## src/rtl/mod_addsub_seq.sv

```systemverilog
// Limb-serial modular adder/subtractor over a fixed odd prime.
// Two chained limb units compute the raw sum/difference and its single-correction value in parallel.
module mod_addsub_seq #(
   parameter int              WIDTH   = 256,
   parameter int              LIMB_W  = 64,
   parameter logic [WIDTH-1:0] MODULUS =
      256'hFFFFFFFF_FFFFFFFF_FFFFFFFF_FFFFFFFF_FFFFFFFF_FFFFFFFF_FFFFFFFE_FFFFFC2F
) (
   input  logic             clk,
   input  logic             reset,
   input  logic             in_valid,
   output logic             in_ready,
   input  logic             op,
   input  logic [WIDTH-1:0] x,
   input  logic [WIDTH-1:0] y,
   output logic             out_valid,
   input  logic             out_ready,
   output logic [WIDTH-1:0] result
);

   localparam int NLIMBS = WIDTH / LIMB_W;
   localparam int CNT_W  = (NLIMBS > 1) ? $clog2(NLIMBS) : 1;
   localparam logic [CNT_W-1:0] LAST = CNT_W'(NLIMBS - 1);

   typedef enum logic [1:0] {S_IDLE, S_RUN, S_FIN, S_DONE} state_t;

   state_t             r_state;
   state_t             w_state_nxt;
   logic [WIDTH-1:0]   r_x;
   logic [WIDTH-1:0]   r_y;
   logic               r_op;
   logic [CNT_W-1:0]   r_cnt;
   logic               r_cy1;
   logic               r_cy2;
   logic [WIDTH-1:0]   r_s;
   logic [WIDTH-1:0]   r_t;
   logic [WIDTH-1:0]   r_result;

   logic [LIMB_W-1:0]  w_xl;
   logic [LIMB_W-1:0]  w_yl;
   logic [LIMB_W-1:0]  w_pl;
   logic [LIMB_W:0]    w_sum1;
   logic [LIMB_W:0]    w_sum2;
   logic               w_use_t;

   always_ff @(posedge clk or posedge reset) begin
      if (reset) r_state <= S_IDLE;
      else       r_state <= w_state_nxt;
   end

   always_comb begin
      w_state_nxt = r_state;
      case (r_state)
         S_IDLE: if (in_valid)      w_state_nxt = S_RUN;
         S_RUN:  if (r_cnt == LAST) w_state_nxt = S_FIN;
         S_FIN:                     w_state_nxt = S_DONE;
         S_DONE: if (out_ready)     w_state_nxt = S_IDLE;
         default:                   w_state_nxt = S_IDLE;
      endcase
   end

   assign in_ready  = (r_state == S_IDLE);
   assign out_valid = (r_state == S_DONE);
   assign result    = r_result;

   always_comb begin
      w_xl = '0;
      w_yl = '0;
      w_pl = '0;
      for (int i = 0; i < NLIMBS; i++) begin
         if (r_cnt == CNT_W'(i)) begin
            w_xl = r_x[i*LIMB_W +: LIMB_W];
            w_yl = r_y[i*LIMB_W +: LIMB_W];
            w_pl = MODULUS[i*LIMB_W +: LIMB_W];
         end
      end
   end

   // Bit LIMB_W of each unit is the carry (add) or borrow (subtract) into the next limb.
   always_comb begin
      if (!r_op) begin
         w_sum1 = {1'b0, w_xl} + {1'b0, w_yl} + {{LIMB_W{1'b0}}, r_cy1};
         w_sum2 = {1'b0, w_sum1[LIMB_W-1:0]} - {1'b0, w_pl} - {{LIMB_W{1'b0}}, r_cy2};
      end else begin
         w_sum1 = {1'b0, w_xl} - {1'b0, w_yl} - {{LIMB_W{1'b0}}, r_cy1};
         w_sum2 = {1'b0, w_sum1[LIMB_W-1:0]} + {1'b0, w_pl} + {{LIMB_W{1'b0}}, r_cy2};
      end
   end

   // Add: take s-P when the sum overflowed or s-P did not borrow. Sub: add P back only on borrow.
   assign w_use_t = r_op ? r_cy1 : (r_cy1 | ~r_cy2);

   always_ff @(posedge clk or posedge reset) begin
      if (reset) begin
         r_x      <= '0;
         r_y      <= '0;
         r_op     <= 1'b0;
         r_cnt    <= '0;
         r_cy1    <= 1'b0;
         r_cy2    <= 1'b0;
         r_s      <= '0;
         r_t      <= '0;
         r_result <= '0;
      end else begin
         case (r_state)
            S_IDLE: begin
               if (in_valid) begin
                  r_x   <= x;
                  r_y   <= y;
                  r_op  <= op;
                  r_cnt <= '0;
                  r_cy1 <= 1'b0;
                  r_cy2 <= 1'b0;
               end
            end
            S_RUN: begin
               r_cy1 <= w_sum1[LIMB_W];
               r_cy2 <= w_sum2[LIMB_W];
               for (int i = 0; i < NLIMBS; i++) begin
                  if (r_cnt == CNT_W'(i)) begin
                     r_s[i*LIMB_W +: LIMB_W] <= w_sum1[LIMB_W-1:0];
                     r_t[i*LIMB_W +: LIMB_W] <= w_sum2[LIMB_W-1:0];
                  end
               end
               r_cnt <= r_cnt + CNT_W'(1);
            end
            S_FIN: r_result <= w_use_t ? r_t : r_s;
            default: ;
         endcase
      end
   end

endmodule

```

## config.mk

```make
export PLATFORM = sky130hd
export DESIGN_NAME = mod_addsub_seq
export DESIGN_NICKNAME = d
export VERILOG_FILES = /design/src/rtl/mod_addsub_seq.sv
export SDC_FILE = /design/constraint.sdc
export NUM_CORES = 2
export LEC_CHECK = 0
export BUFFER_PORTS_ARGS = -buffer_cell sky130_fd_sc_hd__clkbuf_2
export CAP_MARGIN = 20
export CORE_MARGIN = 4
export CORE_UTILIZATION = 37
export CTS_BUF_LIST = sky130_fd_sc_hd__clkbuf_4 sky130_fd_sc_hd__clkbuf_8 sky130_fd_sc_hd__clkbuf_16
export CTS_CLUSTER_SIZE = 24
export DETAILED_ROUTE_END_ITERATION = 6
export GPL_TIMING_DRIVEN = 0
export PLACE_DENSITY = 0.51
export SYNTH_ARGS = -nofsm -noshare
export SYNTH_HDL_FRONTEND = slang
export SYNTH_SLANG_ARGS = --single-unit
```

## constraint.sdc

```tcl
create_clock -name clk -period 75.4 [get_ports clk]
set_input_delay 7.54 -clock clk [delete_from_list [all_inputs] [get_ports clk]]
set_output_delay 7.54 -clock clk [all_outputs]
set_load 0.02 [all_outputs]
```

### Word-level counts from Yosys, hierarchy flattened

Index checks and enable logic that the tools add are counted.

| storage, ports and cells | value |
|---|---|
| flip-flop bits (word level) | 1287 |
| output and inout port bits | 258 |
| input port bits | 517 |
| logic and storage cells | 71 |

| operators by class | value |
|---|---|
| add/subtract/negate cells | 9 |
| muxes and demuxes | 25 |
| bitwise operators | 2 |
| reductions and logical operators | 10 |
| eq/ne operators | 9 |

Operator list:

| cell | number |
|---|---|
| 64-bit 2-to-1 mux | 12 |
| 256-bit 2-to-1 mux | 1 |
| 64-bit by 64-bit adder with 65-bit output | 2 |
| 65-bit by 1-bit adder with 65-bit output | 2 |
| 65-bit 2-to-1 mux | 2 |
| 64-bit by 64-bit subtractor with 65-bit output | 2 |
| 65-bit by 1-bit subtractor with 65-bit output | 2 |
| 2-bit AND reduction | 6 |
| 2-bit equality test, second input constant | 4 |
| 2-bit 2-to-1 mux | 4 |
| 2-bit case mux with 4 select lines | 1 |
| 2-bit by 1-bit equality test with 1-bit output, second input constant | 2 |
| 2-bit logical NOT | 2 |
| 2-bit != test, second input constant | 2 |
| 1-bit case mux with 2 select lines | 2 |
| 2-bit case mux with 2 select lines | 1 |
| 3-bit AND reduction | 1 |
| 2-bit by 1-bit adder with 2-bit output, second input constant | 1 |
| 1-bit 2-to-1 mux | 2 |
| 2-bit by 1-bit != test with 1-bit output, second input constant | 1 |
| 2-bit nonzero test | 1 |
| 1-bit NOT | 1 |
| 1-bit OR | 1 |

### Longest topological paths before layout

| depth | value |
|---|---|
| depth in word-level cells | 11 |
| depth in mapped cells | 39 |
| gate-level depth less buffers | 36 |

### Worst setup path before layout

OpenSTA, ideal clock, no wires.

| path | value |
|---|---|
| path kind | input-to-reg |
| start | in in_valid |
| end | reg r_x[254] |
| arrival | 8.723 ns |
| setup slack | 66.553 ns |
| library setup time | 0.125 ns |
| stages on the path | 4 |
| data required time | 75.275 ns |
| buffers on the path | 2 |
| path through | nand2_1 > clkbuf_1 > clkbuf_1 > mux2_2 |

| on the way | value |
|---|---|
| longest elaborated chain between the ends | 1 |

RTL lines:

| element | line | source |
|---|---|---|
| start, declared | 11 | `input logic in_valid,` |
| 2-bit AND reduction (no line) | - |  |
| end signal, assigned | 95 | `r_x <= '0;` |
| end signal, assigned | 108 | `r_x <= x;` |
| end, declared | 29 | `logic [WIDTH-1:0] r_x;` |

Every way passes these cells.
A chain may end at the register's enable or synchronous reset.

### Worst setup path after layout

| path | value |
|---|---|
| start | reg r_cnt[1] |
| end | reg r_t[182] |

| on the way | value |
|---|---|
| longest elaborated chain between the ends | 10 |
| elaborated cells between the ends (all ways) | 26 |
| those cells by class | 8 x add/sub; 3 x eq/ne; 13 x mux; 2 x reduce/logical |

RTL lines:

| element | line | source |
|---|---|---|
| start, declared | 32 | `logic [CNT_W-1:0] r_cnt;` |
| start signal, assigned | 125 | `r_cnt <= r_cnt + CNT_W'(1);` |
| 2-bit logical NOT | 71 | `if (r_cnt == CNT_W'(i)) begin` |
| 64-bit 2-to-1 mux (4 in a row) | 71 |  |
| 64-bit by 64-bit adder with 65-bit output or 64-bit by 64-bit subtractor with 65-bit output (tied branches) | 82, 85 |  |
| 65-bit by 1-bit adder with 65-bit output or 65-bit by 1-bit subtractor with 65-bit output (tied branches) | 82, 85 |  |
| 64-bit by 64-bit subtractor with 65-bit output or 64-bit by 64-bit adder with 65-bit output (tied branches) | 83, 86 |  |
| 65-bit by 1-bit subtractor with 65-bit output or 65-bit by 1-bit adder with 65-bit output (tied branches) | 83, 86 |  |
| 65-bit 2-to-1 mux | 81 | `if (!r_op) begin` |
| end signal, assigned by index | 122 | `r_t[i*LIMB_W +: LIMB_W] <= w_sum2[LIMB_W-1:0];` |
| end, declared | 36 | `logic [WIDTH-1:0] r_t;` |

Several ways; a longest one is shown, not always the timed one.

==> results.cfg <==
[cts]
cts_buffers = 146
clock_path_buffers = 3
htreeDepth = 4
clk_latency_ps = 830
cts_tree = built
cts_resized = 0
clock_sinks = 1287
clk_pin_slew_ps = 60
holdBufCountCts = 0
root_buffer = clkbuf_16
post-cts-setup-buffers = 0

[setup_path]
crit_fanout = 10
required_ps = 76030
crit_path_start_kind = flip-flop
cp-end-kind = flip-flop
ff2ff_setup_slack_ps = 63560
max_stage_delay_ps = 830
path_class = reg -> reg
crit_arrival_ps = 12470
slowest_stage = mux2i_1

[floorplan]
core_area_um2 = 195200
fp.dieW_um = 451.6
die_area_um2 = 203900
io_pins = 775
start_util_pct = 37.30
num_rows = 162
fp.dieH_um = 451.6

[worst_hold_path]
min_path_type = reg -> reg

[place]
postPlaceCellArea_um2 = 80650
port_buffers = 774
place_ws_ps = 63610
dp_hpwl_mm = 254.9
gp_congestion = 0.9367

[synthesis]
synth_area_leader_cell = dfrtp_1
syn_nets = 9085
ys.flop_type = dfrtp_1
synthDistinctLibCells = 99
synth_area_per_cell_um2 = 8.904
synth_area_leaders = dfrtp_1, mux2_2, nand2_1
ys.warnings.count = 0
synth_edf_count = 0
ys_seq_area_share_pct = 44.24
synth_cells = 8176
syn_area_um2 = 72800
synthArstFlopShare_pct = 100.0
synth-seq-cells = 1287
yosys.area.top_type_share_pct = 44.24

[timing]
relSlewSlack_pct = 13.07
finalCritPeriodShare_pct = 15.70
fin_skew_ps = 65.58
worst_slack_ps = 63560
fmax_mhz = 84.47
slew_viol_final = 0
hold_violations = 0
holdWs_ps = 477.3
tns_ps = 0
rsz0062_at_grt = no
fin_crit_ps = 11840
tightest_slew_ps = 1268
setup_viol = 0

[finish]
syn_to_final_growth_pct = 17.92
nets = 10049
layout_commonest_cell = nand2_1
drive_gt1_share_pct = 18.74
final_cell_mix = nand2_1, dfrtp_1, nor2_1, clkbuf_2, a21oi_1
final_area_um2 = 85840
ff_latch_area_um2 = 32210
fill_cells = 19882
multiInputGateArea_um2 = 37200

[global_route]
grt_overflow = 0
grt_max_degree = 125
grt_pass1_vias = 64830
grt_util_all_layers_pct = 29.87
grt_pass1_wl_mm = 447.8
antenna_found_initial = 107

[drt]
route.vias.total = 64783
dr.pass1.iters = 7
drt_first_iter_violations = 5017
wl_per_cell_um = 26.19
ant_nets = 0
routed_via_density = 5.431
drc = 0
wl_mm = 312.4

[flow_run]
maxCapViolCount = 0

[run_status]
status = completed
[registers in the layout, summed over array words and instances, names as in the netlist]
signal and flops:
r_cnt 2, r_y 256, r_t 256, r_cy1 1, result 256, r_s 256
r_x 256, r_state 2, r_cy2 1, r_op 1
[final cells by class]
class | count | share of cell area (%)
flip-flops and latches | 1287 | 37.52
plain buffers | 518 | 2.294
clock buffers | 215 | 5.097
diodes | 48 | 0.1399
clock inverters | 49 | 0.7521
repair buffers | 816 | 5.355
inverters | 385 | 1.692
multi-input cells | 5986 | 43.33
well taps | 2624 | 3.825
[Yosys cell counts (9+ instances only)]
master / instances
nand2_1: 1479
dfrtp_1: 1287
a31o_2: 9
o21ai_1: 77
nor2b_1: 30
inv_1: 380
o211ai_1: 25
a31oi_1: 296
nor4_1: 10
xnor2_1: 145
xor2_1: 67
nand3_1: 79
and2_1: 16
o21bai_1: 58
ha_1: 384
o21ai_0: 529
o2111ai_1: 9
o31ai_1: 26
nor2_1: 823
buf_1: 32
nand2b_1: 29
and3_1: 26
o21a_1: 44
clkbuf_1: 476
mux2_2: 566
nor3_1: 57
a21oi_1: 658
mux2i_1: 33
nand4_1: 79
or3_1: 22
a211oi_1: 36
a21o_1: 170
[metrics by stage]
| stage | utilization, % | std cells |
|---|---|---|
| 2_1_floorplan | - | 8176 |
| 3_3_place_gp | 40.96 | 11574 |
| 3_5_place_dp | 41.32 | 11610 |
| 4_1_cts | 43.89 | 11874 |
| 5_1_grt | 43.94 | 11900 |
| 6_report | 43.98 | 11928 |
[critical path, delay by kind of cell (launching register included)]
| kind | cells | cell delay (ps) |
|---|---|---|
| compound gates | 10 | 2850 |
| xor+xnor | 2 | 560 |
| fa+ha+maj | 4 | 1230 |
| buf+inv | 6 | 2690 |
| flops | 1 | 430 |
| mux | 1 | 830 |
| simple gates | 10 | 3020 |
[metal layers]
metal / track usage, % / up-vias / wire [µm]
li1: - / 30060 / -
met1: 38.53 / 31917 / 131800
met2: 48.57 / 2159 / 144300
met3: 6.357 / 561 / 21190
met4: 12.77 / 86 / 14550
met5: 0 / - / 584
[cells by family after synthesis]
kind of cell	share of synthesized area, %
AOI/OAI and AO/OA	17.21
xor gates and xnor gates	2.618
adders and majority gates	6.820
buffers and inverters	4.685
DFF	44.24
muxes	9.209
and+or+nand+nor	15.22
[path summary, 6_finish.rpt]
kind,start,end,cells after the start
worst max-delay path,r_cnt[1],r_t[182],33
worst min-delay path,r_s[16],r_s[16],2
worst max register to register,r_cnt[1],r_t[182],33
worst min register to register,r_s[16],r_s[16],2
max in group asynchronous,reset,r_s[115],5
min in group asynchronous,reset,r_y[69],2
Power is left out: the tool's default activity adds up to more than one toggle a clock period on the data nets, which glitch-free logic cannot reach.
